[config.mk]
export PLATFORM = sky130hd
export DESIGN_NAME = uparc_ifu_flat
export DESIGN_NICKNAME = d
export VERILOG_FILES = /design/src/rtl/uparc_ifu_if.sv /design/src/rtl/uparc_ifu.sv /design/src/flat_wrapper.sv
export SDC_FILE = /design/constraint.sdc
export NUM_CORES = 1
export LEC_CHECK = 0
export ABC_CLOCK_PERIOD_IN_PS = 1550
export BUFFER_PORTS_ARGS = -buffer_cell sky130_fd_sc_hd__clkbuf_2
export CORE_MARGIN = 10
export CORE_UTILIZATION = 40
export DETAILED_ROUTE_END_ITERATION = 6
export PLACE_DENSITY = 0.76
export SLEW_MARGIN = 20
export SYNTH_ARGS = -nofsm -noshare
export SYNTH_HDL_FRONTEND = slang
export SYNTH_SLANG_ARGS = --single-unit
export TNS_END_PERCENT = 5
[constraint.sdc]
create_clock -name clk -period 1.55 [get_ports clk]
set_input_delay 0.155 -clock clk [delete_from_list [all_inputs] [get_ports clk]]
set_output_delay 0.155 -clock clk [all_outputs]
set_load 0.005 [all_outputs]
[src/rtl/uparc_ifu_if.sv]
// Fetch-stage / instruction-bus signal bundle for the uparc IFU.
// slave = the IFU itself, master = fetch stage plus instruction bus side.
`ifndef UPARC_ADDR_WIDTH
`define UPARC_ADDR_WIDTH 32
`endif
`ifndef UPARC_INSTR_WIDTH
`define UPARC_INSTR_WIDTH 32
`endif

interface uparc_ifu_if;
  logic [`UPARC_ADDR_WIDTH-1:0]  i_addr;
  logic                          i_rd_cmd;
  logic [`UPARC_INSTR_WIDTH-1:0] o_instr_dat;
  logic                          o_busy;
  logic                          o_err_align;
  logic                          o_err_bus;
  logic [`UPARC_ADDR_WIDTH-1:0]  o_bus_addr;
  logic                          o_bus_req;
  logic                          i_bus_ack;
  logic                          i_bus_err;
  logic [`UPARC_INSTR_WIDTH-1:0] i_bus_rdata;

  modport slave (
    input  i_addr, i_rd_cmd, i_bus_ack, i_bus_err, i_bus_rdata,
    output o_instr_dat, o_busy, o_err_align, o_err_bus, o_bus_addr, o_bus_req
  );
  modport master (
    output i_addr, i_rd_cmd, i_bus_ack, i_bus_err, i_bus_rdata,
    input  o_instr_dat, o_busy, o_err_align, o_err_bus, o_bus_addr, o_bus_req
  );
endinterface

[src/rtl/uparc_ifu.sv]
// Instruction fetch unit: one bus read per aligned fetch command, NOP plus error pulse on failure.
// Optional bus response timeout enabled by defining UPARC_IFU_BUS_TIMEOUT_EN.
`ifndef UPARC_ADDR_WIDTH
`define UPARC_ADDR_WIDTH 32
`endif
`ifndef UPARC_INSTR_WIDTH
`define UPARC_INSTR_WIDTH 32
`endif

module uparc_ifu #(
  parameter int TIMEOUT_CYCLES = 255
) (
  input logic      clk,
  input logic      nrst,
  uparc_ifu_if.slave ifu
);
  localparam int AW = `UPARC_ADDR_WIDTH;
  localparam int IW = `UPARC_INSTR_WIDTH;

  typedef enum logic {IDLE, WAIT} state_e;

  state_e          r_state, w_state_nxt;
  logic [IW-1:0]   r_instr_dat, w_instr_dat_nxt;
  logic [AW-1:0]   r_bus_addr, w_bus_addr_nxt;
  logic            r_bus_req, w_bus_req_nxt;
  logic            r_err_align, w_err_align_nxt;
  logic            r_err_bus, w_err_bus_nxt;
  logic            w_tmo;

`ifdef UPARC_IFU_BUS_TIMEOUT_EN
  logic [15:0] r_tmo_cnt;

  // Held at zero in IDLE so it starts from zero on every entry to WAIT.
  always_ff @(posedge clk or negedge nrst) begin
    if (!nrst)
      r_tmo_cnt <= '0;
    else if (r_state == IDLE)
      r_tmo_cnt <= '0;
    else if (!ifu.i_bus_ack && !ifu.i_bus_err)
      r_tmo_cnt <= r_tmo_cnt + 16'd1;
  end

  assign w_tmo = (r_state == WAIT) && (r_tmo_cnt == 16'(TIMEOUT_CYCLES));
`else
  assign w_tmo = 1'b0;
`endif

  always_ff @(posedge clk or negedge nrst) begin
    if (!nrst) begin
      r_state     <= IDLE;
      r_instr_dat <= '0;
      r_bus_addr  <= '0;
      r_bus_req   <= 1'b0;
      r_err_align <= 1'b0;
      r_err_bus   <= 1'b0;
    end else begin
      r_state     <= w_state_nxt;
      r_instr_dat <= w_instr_dat_nxt;
      r_bus_addr  <= w_bus_addr_nxt;
      r_bus_req   <= w_bus_req_nxt;
      r_err_align <= w_err_align_nxt;
      r_err_bus   <= w_err_bus_nxt;
    end
  end

  always_comb begin
    w_state_nxt     = r_state;
    w_instr_dat_nxt = r_instr_dat;
    w_bus_addr_nxt  = r_bus_addr;
    w_bus_req_nxt   = r_bus_req;
    w_err_align_nxt = 1'b0;
    w_err_bus_nxt   = 1'b0;
    case (r_state)
      IDLE: begin
        if (ifu.i_rd_cmd) begin
          if (ifu.i_addr[1:0] == 2'b00) begin
            w_bus_addr_nxt = ifu.i_addr;
            w_bus_req_nxt  = 1'b1;
            w_state_nxt    = WAIT;
          end else begin
            w_err_align_nxt = 1'b1;
            w_instr_dat_nxt = '0;
          end
        end
      end
      WAIT: begin
        // Bus error beats ack; a real response in the timeout cycle beats the timeout.
        if (ifu.i_bus_err || (w_tmo && !ifu.i_bus_ack)) begin
          w_instr_dat_nxt = '0;
          w_err_bus_nxt   = 1'b1;
          w_bus_req_nxt   = 1'b0;
          w_state_nxt     = IDLE;
        end else if (ifu.i_bus_ack) begin
          w_instr_dat_nxt = ifu.i_bus_rdata;
          w_bus_req_nxt   = 1'b0;
          w_state_nxt     = IDLE;
        end
      end
      default: w_state_nxt = IDLE;
    endcase
  end

  assign ifu.o_instr_dat = r_instr_dat;
  assign ifu.o_bus_addr  = r_bus_addr;
  assign ifu.o_bus_req   = r_bus_req;
  assign ifu.o_err_align = r_err_align;
  assign ifu.o_err_bus   = r_err_bus;
  assign ifu.o_busy      = ifu.i_rd_cmd | (r_state == WAIT);
endmodule

[src/flat_wrapper.sv]
// flat-port wrapper written by rule: the top's interface ports become plain ports
module uparc_ifu_flat 
#(
  parameter int TIMEOUT_CYCLES = 255
)
  (clk, nrst, ifu_i_addr, ifu_i_rd_cmd, ifu_i_bus_ack, ifu_i_bus_err, ifu_i_bus_rdata, ifu_o_instr_dat, ifu_o_busy, ifu_o_err_align, ifu_o_err_bus, ifu_o_bus_addr, ifu_o_bus_req);
  uparc_ifu_if ifu_i ();
  input logic clk;
  input logic nrst;
  input wire logic [$bits(ifu_i.i_addr)-1:0] ifu_i_addr;
  input wire logic [$bits(ifu_i.i_rd_cmd)-1:0] ifu_i_rd_cmd;
  input wire logic [$bits(ifu_i.i_bus_ack)-1:0] ifu_i_bus_ack;
  input wire logic [$bits(ifu_i.i_bus_err)-1:0] ifu_i_bus_err;
  input wire logic [$bits(ifu_i.i_bus_rdata)-1:0] ifu_i_bus_rdata;
  output wire logic [$bits(ifu_i.o_instr_dat)-1:0] ifu_o_instr_dat;
  output wire logic [$bits(ifu_i.o_busy)-1:0] ifu_o_busy;
  output wire logic [$bits(ifu_i.o_err_align)-1:0] ifu_o_err_align;
  output wire logic [$bits(ifu_i.o_err_bus)-1:0] ifu_o_err_bus;
  output wire logic [$bits(ifu_i.o_bus_addr)-1:0] ifu_o_bus_addr;
  output wire logic [$bits(ifu_i.o_bus_req)-1:0] ifu_o_bus_req;
  assign ifu_i.i_addr = ifu_i_addr;
  assign ifu_i.i_rd_cmd = ifu_i_rd_cmd;
  assign ifu_i.i_bus_ack = ifu_i_bus_ack;
  assign ifu_i.i_bus_err = ifu_i_bus_err;
  assign ifu_i.i_bus_rdata = ifu_i_bus_rdata;
  assign ifu_o_instr_dat = ifu_i.o_instr_dat;
  assign ifu_o_busy = ifu_i.o_busy;
  assign ifu_o_err_align = ifu_i.o_err_align;
  assign ifu_o_err_bus = ifu_i.o_err_bus;
  assign ifu_o_bus_addr = ifu_i.o_bus_addr;
  assign ifu_o_bus_req = ifu_i.o_bus_req;
  uparc_ifu #(.TIMEOUT_CYCLES(TIMEOUT_CYCLES)) u_core (.clk(clk), .nrst(nrst), .ifu(ifu_i));
endmodule
==> impl_metrics.json, run 1 <==
{
  "outcome": "complete, no violations",
  "initial_antenna_violation_count": 0,
  "numCtsBuffers": 9,
  "layout-drive-gt1-share_pct": 61.97,
  "first_global_vias": 2031,
  "swShare_pct": 23.62,
  "final_core_utilization_pct": 58.06,
  "internal_power_mw": 3.084,
  "cell_types_occupying_the_most_area_after_synthesis": "dfrtp_1 68%, mux2_2 13%, a22o_1 11%",
  "placement_rows": 28,
  "crit_type": "reg2reg",
  "num_io_pins": 137,
  "drt.antenna.violating_nets": 0,
  "timing.slew.headroom_pct": 76.54,
  "area_delta_synth_final_pct": 38.72,
  "vias_per_cell": 4.705,
  "h_tree_lvls": 3,
  "max_cap_violations": 0,
  "power.net_switching_mw": 0.9539,
  "asyncSetResetFlopFracSynth_pct": 100.0,
  "final_critical_path_setup_slack_ns": 0.1146,
  "yosys.area.top_type": "dfrtp_1",
  "fin_worst_skew_ns": 0.005625,
  "initialDrtViolationCount": 52,
  "most_frequent_cell_after_synthesis": "dfrtp_1",
  "layout.nets": 371,
  "tightestPinTransition_ns": 0.3518,
  "final.min_clock_period_ns": 1.435,
  "coreArea_um2": 5991,
  "worst_slack_after_detailed_placement_ns": 0.1215,
  "yosysSeqAreaShare_pct": 67.86,
  "finalWirelength_mm": 6.186,
  "worstHoldPathType": "in2reg",
  "synth_edf_count": 0,
  "postSynth.topFlopCell": "dfrtp_1",
  "report.final.hold_viol_count": 0,
  "drt_drc_violations_left": 0,
  "fmax_ghz": 0.6967,
  "clock_tree.buffer_depth": 2,
  "yosys_register_bits": 68,
  "cts.sink_count": 68,
  "fin_cells": 380,
  "synth_area_um2": 2507,
  "tritoncts_clock_tree": "built",
  "floorplan.die_area_um2": 9836,
  "p_seq_share_pct": 51.7,
  "crit_path_end_kind": "flop",
  "final_min_period_over_clock_period_pct": 92.61,
  "crit_fanout": 13,
  "cp-start-kind": "flop",
  "fin_area_um2": 3478,
  "yosys_warnings": 0,
  "clk_pin_slew_worst_paths_ns": 0.07,
  "leakage_power_nw": 1.865,
  "port_buffers": 136,
  "globalplace.congestion": 0.7408,
  "dpl.hpwl_mm": 4.800,
  "initial_core_utilization_pct": 41.85,
  "floorplan.die.height_um": 99.18,
  "globalRouteTotalUtil_pct": 12.73,
  "clk-insertion-delay-late_ns": 0.32,
  "yosys.cell_types.count": 20,
  "combPwrFrac_pct": 16.2,
  "synth.top_cell.area_share_pct": 67.86,
  "totalNegativeSetupSlack_ns": 0,
  "post_syn_nets": 226,
  "irDropWorstVdd_mv": 0.5516,
  "critPathRequiredTime_ns": 1.75,
  "avgRoutedWirePerCell_um": 16.28,
  "detailroute.via_count": 1788,
  "setup_viol": 0,
  "synth_top_cells_by_count": "68 x dfrtp_1, 31 x a22o_1, 30 x mux2_2",
  "drtPass1Iterations": 6,
  "globalRouteOverflowTotal": 0,
  "unrepaired_setup_endpoints_after_global_routing": "false",
  "placed_cell_area_um2": 3297,
  "fin_hold_ws_ns": 0.05716,
  "grt_first_pass_wirelength_mm": 10.15,
  "grt_max_degree": 69,
  "power.density_cell_area_nw_per_um2": 1161,
  "clock_power_share_pct": 32.1,
  "dp_cells": 365,
  "synth.avg_cell_area_um2": 15.97,
  "post_cts.repair.setup_buffers": 0,
  "final_max_slew_viol_count": 0,
  "diodes": 0,
  "synthCells": 157,
  "power_mw": 4.038,
  "die_w_um": 99.18,
  "worst-endpoint-arrival_ns": 1.63,
  "root_buffer": "clkbuf_8"
}
## layout make-up
| class | instances | area [um2] |
|---|---|---|
| flip-flops and latches | 68 | 1702 |
| multi-input cells | 78 | 743.2 |
| inverters | 2 | 7.507 |
| clock buffers | 11 | 131.4 |
| clock inverters | 3 | 40.04 |
| fillers | 508 | 2512 |
| well taps | 75 | 93.84 |
| repair buffers | 143 | 760.7 |
## timing repair
action                    CTS  global route
hold endpoints to repair   68             0
hold buffers                1             0
resized for setup           0             0
## cells in the final DEF (no fill, tap or decap), types with 2 or more instances in the layout
master,synthesis,final
clkbuf_2,0,135
dfrtp_1,68,68
a22o_1,31,31
mux2_2,30,30
clkbuf_8,0,9
buf_4,0,4
nor2_1,3,2
inv_1,2,2
nor2b_1,2,2
clkbuf_1,0,2
clkinv_2,0,2
buf_12,0,2
## state kept, by name (all words and copies together) (netlist names)
register	flops
u_core.ifu.o_bus_addr	32
u_core.ifu.o_instr_dat	32
u_core.ifu.o_bus_req	1
u_core.ifu.o_err_align	1
u_core.ifu.o_err_bus	1
u_core.r_state	1
## cell families (layout without fill, tap and decap cells)
kind of cell | count (synthesis) | after routing | share of synthesized area (%)
flops | 68 | 68 | 67.86
mux | 31 | 31 | 13.87
buf+inv | 11 | 159 | 2.844
simple gates | 10 | 10 | 2.895
compound gates | 37 | 37 | 12.53
## worst paths after layout
| kind | startpoint | to | slack (ns) | cells after the start |
|---|---|---|---|---|
| worst max-delay path | u_core.r_state$_DFF_PN0_ | u_core.ifu.o_bus_addr[8]$_DFFE_PN0P_ | 0.11 | 4 |
| worst max register to register | u_core.r_state$_DFF_PN0_ | u_core.ifu.o_bus_addr[8]$_DFFE_PN0P_ | 0.11 | 4 |
| min in group asynchronous | nrst | u_core.ifu.o_bus_addr[12]$_DFFE_PN0P_ | 0.38 | 3 |
| worst min-delay path | ifu_i_bus_rdata[24] | u_core.ifu.o_instr_dat[24]$_DFFE_PN0P_ | 0.06 | 2 |
| worst min register to register | u_core.ifu.o_bus_req$_DFFE_PN0P_ | u_core.ifu.o_bus_req$_DFFE_PN0P_ | 0.49 | 1 |
| max in group asynchronous | nrst | u_core.ifu.o_instr_dat[15]$_DFFE_PN0P_ | 0.88 | 3 |
## routing by layer
metal	track usage, %	wire, um	vias to the layer above
met4	5.292	61	0
met2	19.24	2796	89
met5	0	0	-
met1	15.30	2647	832
met3	5.952	680	7
li1	-	-	860
## power groups by stage
stage	clock network [mW]	logic [mW]	registers, mW
after floorplan	0	0.248	2.13
after global placement	0	0.660	2.11
after detailed placement	0	0.676	2.12
after CTS	1.35	0.678	2.09
after global routing	1.42	0.736	2.12
final	1.30	0.655	2.09
## critical path, cell delays in order, from the launching register on
cell      delay, ns
dfrtp_1        0.38
nand2b_4       0.15
nor3_4         0.18
buf_4          0.24
mux2_2         0.36
Note: power is estimated with default switching activity, not from simulation.
==> inputs of run 2 (changes only) <==
--- a/config.mk
+++ b/config.mk
@@ -10,6 +10,7 @@
 export CORE_MARGIN = 10
 export CORE_UTILIZATION = 40
 export DETAILED_ROUTE_END_ITERATION = 6
+export GPL_TIMING_DRIVEN = 0
 export PLACE_DENSITY = 0.76
 export SLEW_MARGIN = 20
 export SYNTH_ARGS = -nofsm -noshare
==> impl_metrics.json, run 2 (synthesis results as in run 1) <==
{
  "grt_first_pass_wirelength_mm": 10.46,
  "critPathRequiredTime_ns": 1.76,
  "crit_path_start": "u_core.r_state$_DFF_PN0_",
  "p_seq_share_pct": 52.2,
  "coreArea_um2": 5991,
  "cp.buffers_inverters": 2,
  "port_buffers": 136,
  "initial_antenna_violation_count": 0,
  "max_stage_delay_ns": 0.40,
  "fin_worst_skew_ns": 0.006277,
  "tritoncts_clock_tree": "built",
  "clock_power_share_pct": 31.0,
  "outcome": "complete, no violations",
  "multi_input_area_um2": 740.7,
  "tightestPinTransition_ns": 0.5504,
  "cp-start-kind": "flop",
  "diodes": 0,
  "power.net_switching_mw": 0.9676,
  "max_cap_violations": 0,
  "clk_pin_slew_worst_paths_ns": 0.07,
  "placement_rows": 28,
  "power.density_cell_area_nw_per_um2": 1129,
  "ff2ff_path_depth": 5,
  "sequential_cell_area_um2": 1703,
  "dpl.hpwl_mm": 4.984,
  "final_min_period_over_clock_period_pct": 95.31,
  "h_tree_lvls": 3,
  "swShare_pct": 24.21,
  "grtUsageMet2_pct": 19.49,
  "internal_power_mw": 3.029,
  "drtPass1Iterations": 3,
  "crit_fanout": 10,
  "setup_viol": 0,
  "clk-insertion-delay-late_ns": 0.33,
  "timing.slew.headroom_pct": 63.31,
  "cp_slowest_cell": "dfrtp_2",
  "globalRouteOverflowTotal": 0,
  "num_io_pins": 137,
  "clock_tree.buffer_depth": 2,
  "finalWirelength_mm": 6.326,
  "crit_type": "reg2reg",
  "globalplace.congestion": 0.7463,
  "irDropWorstVdd_mv": 0.5361,
  "floorplan.die.height_um": 99.18,
  "drt_drc_violations_left": 0,
  "root_buffer": "clkbuf_8",
  "initial_core_utilization_pct": 41.85,
  "cts.sink_count": 68,
  "rrSetupSlack_ns": 0.07,
  "filler_cell_count": 525,
  "final_core_utilization_pct": 59.09,
  "grt-busiest-layer": "met2",
  "crit_path_end_kind": "flop",
  "report.final.hold_viol_count": 0,
  "globalRouteTotalUtil_pct": 13.03,
  "layout-drive-gt1-share_pct": 63.29,
  "worst-endpoint-arrival_ns": 1.69,
  "regToRegEndpoint": "u_core.ifu.o_bus_addr[17]$_DFFE_PN0P_",
  "most-common-layout-cells": "135 x clkbuf_2, 67 x dfrtp_1, 31 x a22o_1",
  "fmax_ghz": 0.6769,
  "die_w_um": 99.18,
  "combPwrFrac_pct": 16.8,
  "leakage_power_nw": 1.914,
  "worstSetupPathDepth": 5,
  "layout.nets": 381,
  "final.min_clock_period_ns": 1.477,
  "worst_path_dominant_cell_family": "flip-flops",
  "critical_path.endpoint": "u_core.ifu.o_bus_addr[17]$_DFFE_PN0P_",
  "avgRoutedWirePerCell_um": 16.18,
  "grt_max_degree": 41,
  "floorplan.die_area_um2": 9836,
  "use_met1_pct": 15.93,
  "fin_hold_ws_ns": 0.04874,
  "worstHoldPathType": "in2reg",
  "area_delta_synth_final_pct": 41.17,
  "critical_path.cell_chain": "nand2b_4 > nor3_4 > buf_4 > buf_6 > mux2_2",
  "first_global_vias": 2118,
  "drt.antenna.violating_nets": 0,
  "detailroute.via_count": 1861,
  "final_max_slew_viol_count": 0,
  "vias_per_cell": 4.760,
  "most_common_cell_after_layout_fill_and_taps_aside": "clkbuf_2",
  "unrepaired_setup_endpoints_after_global_routing": "false",
  "initialDrtViolationCount": 53,
  "use_met3_pct": 5.606,
  "reg2reg_from": "u_core.r_state$_DFF_PN0_",
  "numCtsBuffers": 9
}
[run 2: cell count changes in the layout (fill, tap and decap cells not counted), sizes merged]
cell,before,now
clkbuf,146,149
bufinv,1,0
buf,7,16
[run 2: worst min-delay path by stage]
| stage | startpoint | end | slack [ns] | cells past startpoint |
|---|---|---|---|---|
| global route | ifu_i_addr[10] | u_core.ifu.o_bus_addr[10]$_DFFE_PN0P_ | 0.04 | 2 |
| floorplan | nrst | u_core.ifu.o_bus_addr[0]$_DFFE_PN0P_ | -0.14 | 0 |
| detailed placement | nrst | u_core.ifu.o_bus_addr[10]$_DFFE_PN0P_ | 0.21 | 1 |
| global placement | ifu_i_bus_rdata[15] | u_core.ifu.o_instr_dat[15]$_DFFE_PN0P_ | 0.38 | 2 |
| finish | ifu_i_bus_rdata[8] | u_core.ifu.o_instr_dat[8]$_DFFE_PN0P_ | 0.05 | 2 |
| CTS | ifu_i_bus_rdata[31] | u_core.ifu.o_instr_dat[31]$_DFFE_PN0P_ | 0.03 | 2 |
[run 2: area by class of cell]
type	instances	share of cell area [%]
multi-input cells	78	20.93
plain buffers	9	1.803
clock inverters	2	0.2828
well taps	75	2.651
clock buffers	13	4.489
inverters	2	0.2121
flip-flops and latches	68	48.11
repair buffers	144	21.53
[run 2: through the flow]
step | TNS [ns] | cells | total power [mW] | instance area (um2) | setup WS, ns
2_1_floorplan | 0 | 157 | 2.382 | 2507 | 0.09096
3_3_place_gp | -9.606 | 368 | 2.766 | 3282 | -0.1167
3_5_place_dp | -2.254 | 369 | 2.800 | 3304 | -0.09832
4_1_cts | 0 | 391 | 4.063 | 3527 | 0.03808
5_1_grt | 0 | 391 | 4.219 | 3540 | 0.006335
6_report | 0 | 391 | 3.996 | 3540 | 0.07266
[run 2: per-layer routing]
layer	wire length (um)	vias to the layer above
li1	-	889
met2	2874	87
met5	0	-
met4	83	0
met1	2740	876
met3	629	9
[run 2: repair_timing]
action                     in CTS  in global routing
pin swaps                       1                  0
cloned                          1                  0
hold endpoints to repair       39                  0
hold buffers                    1                  0
gates resized for setup         1                  4
setup endpoints to repair      26                 29
setup buffers                   5                  0
[run 2: power by group through the flow]
stage	Clock, mW	Sequential, mW	Combinational, mW
after global placement	0	2.11	0.658
after floorplan	0	2.13	0.248
after CTS	1.28	2.09	0.692
final	1.24	2.08	0.672
after detailed placement	0	2.12	0.679
after global routing	1.35	2.12	0.750
==> inputs of run 3 (changes only) <==
==> constraint.sdc (replaced) <==
create_clock -name clk -period 1.55 [get_ports clk]
set_input_delay 0.31 -clock clk [delete_from_list [all_inputs] [get_ports clk]]
set_output_delay 0.31 -clock clk [all_outputs]
set_load 0.005 [all_outputs]
==> impl_metrics.json, run 3 (synthesis results as in run 1) <==
{
  "numCtsBuffers": 9,
  "max_stage_delay_ns": 0.41,
  "root_buffer": "clkbuf_8",
  "first_global_vias": 2114,
  "coreArea_um2": 5991,
  "filler_cell_count": 523,
  "tritoncts_clock_tree": "built",
  "leakage_power_nw": 1.915,
  "finalWirelength_mm": 6.345,
  "report.final.hold_viol_count": 0,
  "layout-drive-gt1-share_pct": 63.29,
  "grt_max_degree": 41,
  "irDropWorstVdd_mv": 0.5358,
  "dp_cells": 369,
  "layout.nets": 381,
  "unrepaired_setup_endpoints_after_global_routing": "true",
  "cp-start-kind": "flop",
  "multi_input_area_um2": 740.7,
  "num_io_pins": 137,
  "placed_cell_area_um2": 3304,
  "vias_per_cell": 4.762,
  "setup_viol": 0,
  "critPathRequiredTime_ns": 1.76,
  "max_cap_violations": 0,
  "port_buffers": 136,
  "outcome": "complete, no violations",
  "avgRoutedWirePerCell_um": 16.23,
  "die_w_um": 99.18,
  "clk-insertion-delay-late_ns": 0.33,
  "fin_cells": 391,
  "area_delta_synth_final_pct": 41.32,
  "clock_tree.buffer_depth": 2,
  "globalRouteTotalUtil_pct": 13.03,
  "initialDrtViolationCount": 66,
  "rrSetupSlack_ns": 0.05,
  "h_tree_lvls": 3,
  "dpl.hpwl_mm": 4.984,
  "worst_slack_after_detailed_placement_ns": -0.09832,
  "globalplace.congestion": 0.7463,
  "final_core_utilization_pct": 59.15,
  "final_critical_path_setup_slack_ns": 0.05406,
  "drt.antenna.violating_nets": 0,
  "crit_type": "reg2reg",
  "drt_drc_violations_left": 0,
  "power.density_cell_area_nw_per_um2": 1128,
  "cts.sink_count": 68,
  "final.min_clock_period_ns": 1.496,
  "initial_core_utilization_pct": 41.85,
  "floorplan.die_area_um2": 9836,
  "detailroute.via_count": 1862,
  "worstHoldPathType": "in2reg",
  "fmax_ghz": 0.6685,
  "most_common_cell_after_layout_fill_and_taps_aside": "clkbuf_2",
  "clk_pin_slew_worst_paths_ns": 0.06,
  "tightestPinTransition_ns": 0.5564,
  "drtPass1Iterations": 3,
  "diodes": 0,
  "critical_path.cell_chain": "nand2b_4 > nor3_4 > buf_4 > buf_6 > mux2_2",
  "final_max_slew_viol_count": 0,
  "most-common-layout-cells": "135 x clkbuf_2, 67 x dfrtp_1, 31 x a22o_1",
  "grt_first_pass_wirelength_mm": 10.46,
  "crit_fanout": 10,
  "placement_rows": 28,
  "fin_worst_skew_ns": 0.006103,
  "final_min_period_over_clock_period_pct": 96.51,
  "fin_area_um2": 3543,
  "globalRouteOverflowTotal": 0,
  "initial_antenna_violation_count": 0,
  "sequential_cell_area_um2": 1703,
  "cp_slowest_cell": "dfrtp_2",
  "crit_path_end_kind": "flop",
  "timing.slew.headroom_pct": 62.91,
  "worst-endpoint-arrival_ns": 1.70,
  "floorplan.die.height_um": 99.18,
  "power_mw": 3.997
}
==> run 3: final timing paths <==
| check | from | end | cells past startpoint |
|---|---|---|---|
| setup reg to reg | u_core.r_state$_DFF_PN0_ | u_core.ifu.o_bus_addr[16]$_DFFE_PN0P_ | 5 |
| setup / recovery | u_core.r_state$_DFF_PN0_ | u_core.ifu.o_bus_addr[16]$_DFFE_PN0P_ | 5 |
| hold / removal | ifu_i_bus_rdata[24] | u_core.ifu.o_instr_dat[24]$_DFFE_PN0P_ | 2 |
| hold reg to reg | u_core.ifu.o_bus_req$_DFFE_PN0P_ | u_core.ifu.o_bus_req$_DFFE_PN0P_ | 1 |
| min in group asynchronous | nrst | u_core.ifu.o_bus_addr[12]$_DFFE_PN0P_ | 2 |
| max in group asynchronous | nrst | u_core.r_state$_DFF_PN0_ | 3 |
==> run 3: metrics by stage <==
step / hold WS, ns / TNS, ns
2_1_floorplan: 0.01441 / 0
3_3_place_gp: 0.4591 / -20.15
3_5_place_dp: 0.3638 / -2.254
4_1_cts: 0.1833 / 0
5_1_grt: 0.1922 / -0.03534
6_report: 0.2042 / 0
==> run 3: cell type report <==
| class | instances | area share [%] |
|---|---|---|
| repair buffers | 144 | 21.50 |
| well taps | 75 | 2.648 |
| multi-input cells | 78 | 20.90 |
| inverters | 2 | 0.2119 |
| clock inverters | 2 | 0.2825 |
| plain buffers | 9 | 1.907 |
| clock buffers | 13 | 4.484 |
| flip-flops and latches | 68 | 48.06 |
==> run 3: worst max-delay path: cells and delay by family, from the launching register on <==
kind,cells,cell delay (ns)
buffers and inverters,2,0.28
DFF,1,0.41
muxes,1,0.34
and+or+nand+nor,2,0.35
==> run 3: metal layers <==
| metal | wire [um] | part of all wire [%] | global-route usage (%) | vias to the layer above |
|---|---|---|---|---|
| li1 | - | - | - | 889 |
| met1 | 2738 | 43 | 15.93 | 877 |
| met2 | 2895 | 46 | 19.49 | 87 |
| met3 | 629 | 9.9 | 5.606 | 9 |
| met4 | 83 | 1.3 | 5.954 | 0 |
| met5 | 0 | 0 | 0 | - |
==> run 3: power by group <==
part	total [mW]	internal, mW	switching, mW	leakage [nW]
clock	1.24	0.655	0.582	0.0893
combinational	0.673	0.391	0.282	0.950
sequential	2.09	1.98	0.102	0.876
total	4.00	3.03	0.967	1.92
==> run 3: repair_timing <==
| item | 4_1_cts | 5_1_grt |
|---|---|---|
| resized for setup | 1 | 5 |
| buffers inserted | 5 | 0 |
| endpoints found under the setup margin | 26 | 39 |
| pin swaps | 1 | 0 |
| hold endpoints to repair | 3 | 0 |
| gates cloned | 1 | 0 |
| hold buffers | 1 | 0 |
